File: config.mk
export PLATFORM = sky130hd
export DESIGN_NAME = parking_occupancy
export DESIGN_NICKNAME = d
export VERILOG_FILES = /design/src/rtl/parking_occupancy_pkg.sv /design/src/rtl/parking_occupancy_bcd.sv /design/src/rtl/parking_occupancy.sv
export SDC_FILE = /design/constraint.sdc
export NUM_CORES = 1
export LEC_CHECK = 0
export ABC_AREA = 1
export BUFFER_PORTS_ARGS = -buffer_cell sky130_fd_sc_hd__buf_2
export CORE_MARGIN = 2
export CORE_UTILIZATION = 58
export DETAILED_ROUTE_END_ITERATION = 10
export PLACE_DENSITY = 0.86
export SLEW_MARGIN = 20
export SYNTH_ARGS = -nofsm -noshare
export SYNTH_HDL_FRONTEND = slang
export SYNTH_SLANG_ARGS = --single-unit
File: constraint.sdc
create_clock -name clk -period 5.1 [get_ports clk]
set_clock_uncertainty 0.2 [all_clocks]
set_input_delay 0.51 -clock clk [delete_from_list [all_inputs] [get_ports clk]]
set_output_delay 0.51 -clock clk [all_outputs]
set_load 0.1 [all_outputs]
File: src/rtl/parking_occupancy_pkg.sv
// Shared parking-lot widths, limits and the count-to-BCD split used by the display path.
// Latency: none (types, constants and a pure function only).
// Backpressure: not applicable.
package parking_occupancy_pkg;

    localparam int COUNT_W          = 7;
    localparam int BCD_W            = 4;
    localparam int MAX_CAPACITY     = 99;
    localparam int DEFAULT_CAPACITY = 20;

    typedef struct packed {
        logic [BCD_W-1:0] tens;
        logic [BCD_W-1:0] ones;
    } bcd_t;

    // Only meaningful for 0..99, which the counter never leaves.
    function automatic bcd_t count_to_bcd(input logic [COUNT_W-1:0] bin);
        bcd_t d;
        d.tens = BCD_W'(bin / COUNT_W'(10));
        d.ones = BCD_W'(bin % COUNT_W'(10));
        return d;
    endfunction

endpackage

File: src/rtl/parking_occupancy_bcd.sv
// Registered binary-to-BCD split of the occupancy count for the lot display.
// Latency: 1 cycle from bin to tens/ones.
// Backpressure: none; a new value is taken every cycle.
module occupancy_bcd
    import parking_occupancy_pkg::*;
(
    input  logic               clk,
    input  logic               reset,
    input  logic [COUNT_W-1:0] bin,
    output logic [BCD_W-1:0]   tens,
    output logic [BCD_W-1:0]   ones
);

    bcd_t digits;

    assign digits = count_to_bcd(bin);

    always_ff @(posedge clk or posedge reset) begin
        if (reset) begin
            tens <= '0;
            ones <= '0;
        end else begin
            tens <= digits.tens;
            ones <= digits.ones;
        end
    end

endmodule

File: src/rtl/parking_occupancy.sv
// Saturating lot occupancy counter with full/empty status, sticky error flags and BCD digits.
// Latency: count/full/empty/errors 1 cycle after a pulse; BCD digits one cycle behind count.
// Backpressure: none; every pulse is taken, surplus entries/exits only raise error flags.
module parking_occupancy
    import parking_occupancy_pkg::*;
#(
    parameter int CAPACITY = DEFAULT_CAPACITY
) (
    input  logic               clk,
    input  logic               reset,
    input  logic               entering,
    input  logic               exiting,
    input  logic               clear,
    output logic [COUNT_W-1:0] count,
    output logic               full,
    output logic               empty,
    output logic               over_err,
    output logic               under_err,
    output logic [BCD_W-1:0]   bcd_tens,
    output logic [BCD_W-1:0]   bcd_ones
);

    generate
        if (CAPACITY < 1 || CAPACITY > MAX_CAPACITY) begin : g_bad_capacity
            $error("parking_occupancy: CAPACITY must be within 1..99");
        end
    endgenerate

    localparam logic [COUNT_W-1:0] CAP_C = COUNT_W'(CAPACITY);

    logic [COUNT_W-1:0] count_nxt;
    logic               over_nxt;
    logic               under_nxt;

    // Simultaneous entry and exit cancel out and are not errors.
    always_comb begin
        count_nxt = count;
        over_nxt  = over_err;
        under_nxt = under_err;
        if (clear) begin
            count_nxt = '0;
            over_nxt  = 1'b0;
            under_nxt = 1'b0;
        end else if (entering && !exiting) begin
            if (count == CAP_C) over_nxt = 1'b1;
            else                count_nxt = count + COUNT_W'(1);
        end else if (exiting && !entering) begin
            if (count == '0) under_nxt = 1'b1;
            else             count_nxt = count - COUNT_W'(1);
        end
    end

    // full/empty come from the next count so they move on the same edge as count.
    always_ff @(posedge clk or posedge reset) begin
        if (reset) begin
            count     <= '0;
            full      <= 1'b0;
            empty     <= 1'b1;
            over_err  <= 1'b0;
            under_err <= 1'b0;
        end else begin
            count     <= count_nxt;
            full      <= (count_nxt == CAP_C);
            empty     <= (count_nxt == '0);
            over_err  <= over_nxt;
            under_err <= under_nxt;
        end
    end

    occupancy_bcd u_bcd (
        .clk   (clk),
        .reset (reset),
        .bin   (count),
        .tens  (bcd_tens),
        .ones  (bcd_ones)
    );

endmodule

==> results.toml <==
[clock_network]
cts_hold_buf = 0
cts-buffers-inserted = 3
path_clk_slew_ns = 0.10
cts_setup_buffers = 0
cts_max_level = 1
cts_root_buf = "clkbuf_4"
clock-sinks = 19
cts_tree = "yes"
cts_resized = 0
clkLatencyLatePin_ns = 0.30
clock_path_buffers = 2

[global_route]
antenna_found_initial = 0
overflow = 0
grt_max_degree = 20
grt_usage_pct = 23.50
grt_pass1_vias = 1079
grt_pass1_wl_um = 4478

[die]
rows = 16
initial_core_util_pct = 62.25
ioPinCount = 24
die_h_um = 50.12
core-area_um2 = 1982
dieArea_um2 = 2512
die_w_um = 50.12

[worst_setup_path]
ff2ff_setup_slack_ns = 2.55
crit_path_end_kind = "flop"
slowest_stage = "dfrtp_1"
crit_start = "count[4]"
path_cells = "nor2_2, nand2_2, nor2_1, o21ai_0, nand3_1, nand2_1, inv_1, ha_1, inv_1, nand3_2, nand2_1, inv_1, nand3_1, nand2_1"
crit_fanout = 9
r2r-start = "count[4]"
worst_r2r_path_depth = 14
cp_num_buf_inv = 3
worstSetupStartpointType = "flop"
critical_path_class = "flop to flop"
cp.arrival_ns = 2.55
reg2reg_to = "u_bcd.ones[1]"
worstPathRequired_ns = 5.10
slowest_delay_ns = 0.56
cp_top_family = "simple AND/OR/NAND/NOR gates"

[synthesis]
synth_edf_count = 0
synth_cell_types = 28
synthesis.area_um2 = 1234
synth-seq-area-share_pct = 38.64
syn-num-nets = 169
yosysWarningCount = 0
ys_ff_latch = 19
synth_flop_cell = "dfrtp_1"
syn_area_per_cell_um2 = 7.759
ys_async_sr_fraction_pct = 100.0
syn_inst = 159

[drt]
met3WireLength_um = 96
wl_per_cell_um = 12.20
via_per_inst = 5.287
num_vias = 1105
route.detailed.drc = 0
postRouteAntennaNets = 0
drtIter0Drc = 15
wirelength_met1_um = 1020
route.met2.wl_um = 1353
top_layer = "met4"
finalWirelength_um = 2549
dr.pass1.iters = 4

[sta]
fmax_mhz = 392.0
drv_slew = 0
worst_pin_slew_ns = 0.7366
setup_violations = 0
fin_tns_setup_ns = 0
min_period_over_period_pct = 50.02
min_period_ns = 2.551
finalHoldViolCount = 0
rsz0062_at_grt = "no"
relSlewSlack_pct = 50.84

[pwr]
p_clk_share_pct = 11.2
power.leakage_nw = 0.7924
power.internal_uw = 280.8
p_seq_share_pct = 30.1
swShare_pct = 58.00
p_per_area_nw_per_um2 = 485.4
total_power_uw = 668.7
power_frac_comb_pct = 58.7
p_switching_uw = 387.9
vdd_drop_max_mv = 0.3756

[placed_design]
dp_hpwl_um = 2043
gp_congestion = 0.8609
placed_cell_area_um2 = 1351
io_buffers = 23

[layout]
drive_gt1_share_pct = 24.73
stdcell_area_um2 = 1378
fillerInstances = 167
num_antenna_cells = 0
nets = 193
syn_to_final_growth_pct = 11.66
final_util_pct = 69.51

[job]
drv_cap = 0

[outcome]
status = "complete, no violations"

[worst_hold_path]
hp-class = "input port to async pin"
==> state kept, by name, summed over array words and instances (netlist names) <==
signal,flops
u_bcd.ones,4
full,1
under_err,1
over_err,1
u_bcd.tens,4
count,7
empty,1
==> final cells by class <==
class | count | area, µm² | share of cell area, %
timing repair buffer | 23 | 115.1 | 8.356
multi-input combinational | 112 | 635.6 | 46.14
sequential | 19 | 476.7 | 34.60
clock buffer | 4 | 26.28 | 1.907
tap | 27 | 33.78 | 2.452
inverter | 24 | 90.09 | 6.540
==> layout by cell type, fill, tap and decap left out, types with 2 or more instances in the layout <==
master     n
o21ai_0   11
a21oi_1    3
nand2_4    2
dfrtp_1   18
ha_1       5
nand2_2    5
nor4_1     2
nand2_1   31
o21ai_1    3
inv_1     20
nand3_2    4
clkbuf_4   3
nor2_1    12
xor2_1     7
nor3_1     5
buf_2     23
nand3_1   14
inv_2      4
==> power groups by stage <==
stage	clock network [mW]	registers [mW]	logic, mW
2_1_floorplan	0	0.405	0.137
3_5_place_dp	0	0.204	0.393
6_report	0.0750	0.201	0.393
4_1_cts	0.0793	0.201	0.393
5_1_grt	0.0860	0.205	0.419
3_3_place_gp	0	0.203	0.382
==> worst max path at each step <==
stage | slack (ns) | cells past startpoint | endpoint
detailed placement | 2.58 | 18 | u_bcd.ones[1]
global route | 2.30 | 15 | u_bcd.ones[2]
finish | 2.55 | 14 | u_bcd.ones[1]
global placement | 2.71 | 18 | u_bcd.ones[2]
floorplan | 2.15 | 19 | u_bcd.ones[1]
CTS | 2.57 | 18 | u_bcd.ones[1]
==> cells in the mapped netlist, types with 2 or more instances <==
| library cell | number | share of area (%) |
|---|---|---|
| o21ai_0 | 11 | 4.5 |
| o21ai_1 | 3 | 1.2 |
| nor4_1 | 2 | 1.0 |
| buf_4 | 2 | 1.2 |
| nand3_2 | 4 | 3.2 |
| nand3_1 | 14 | 5.7 |
| nand2_1 | 31 | 9.4 |
| xor2_1 | 7 | 5.0 |
| nand2_2 | 5 | 2.5 |
| dfrtp_1 | 18 | 37 |
| inv_2 | 4 | 1.2 |
| nand2_4 | 2 | 1.8 |
| inv_1 | 20 | 6.1 |
| a21oi_1 | 3 | 1.2 |
| nor2_1 | 12 | 3.7 |
| nor3_1 | 5 | 2.0 |
| ha_1 | 5 | 5.1 |
==> per-stage QoR <==
step | setup WS (ns) | cells | hold WS [ns]
after floorplan | 2.146 | 159 | 0.2527
after global placement | 2.708 | 205 | 0.2749
after detailed placement | 2.583 | 205 | 0.2722
after CTS | 2.569 | 209 | 0.1407
after global routing | 2.303 | 209 | 0.1784
final | 2.549 | 209 | 0.1210
==> logic make-up (layout without fill, tap and decap cells) <==
logic type      count (synthesis)  count (layout)  synth area share, %
simple gates                   78              78                31.44
buf+inv                        28              51                9.836
flops                          19              19                38.64
xor+xnor                        8               8                5.680
fa+ha+maj                       5               5                5.071
compound gates                 21              21                9.331
==> routing by layer <==
metal  vias to the layer above  GRT usage, %
li1                        559             -
met1                       509         24.90
met2                        28         43.86
met3                         9         4.242
met4                         0         11.11
met5                         -             0
(Power assumes the default switching activity.)
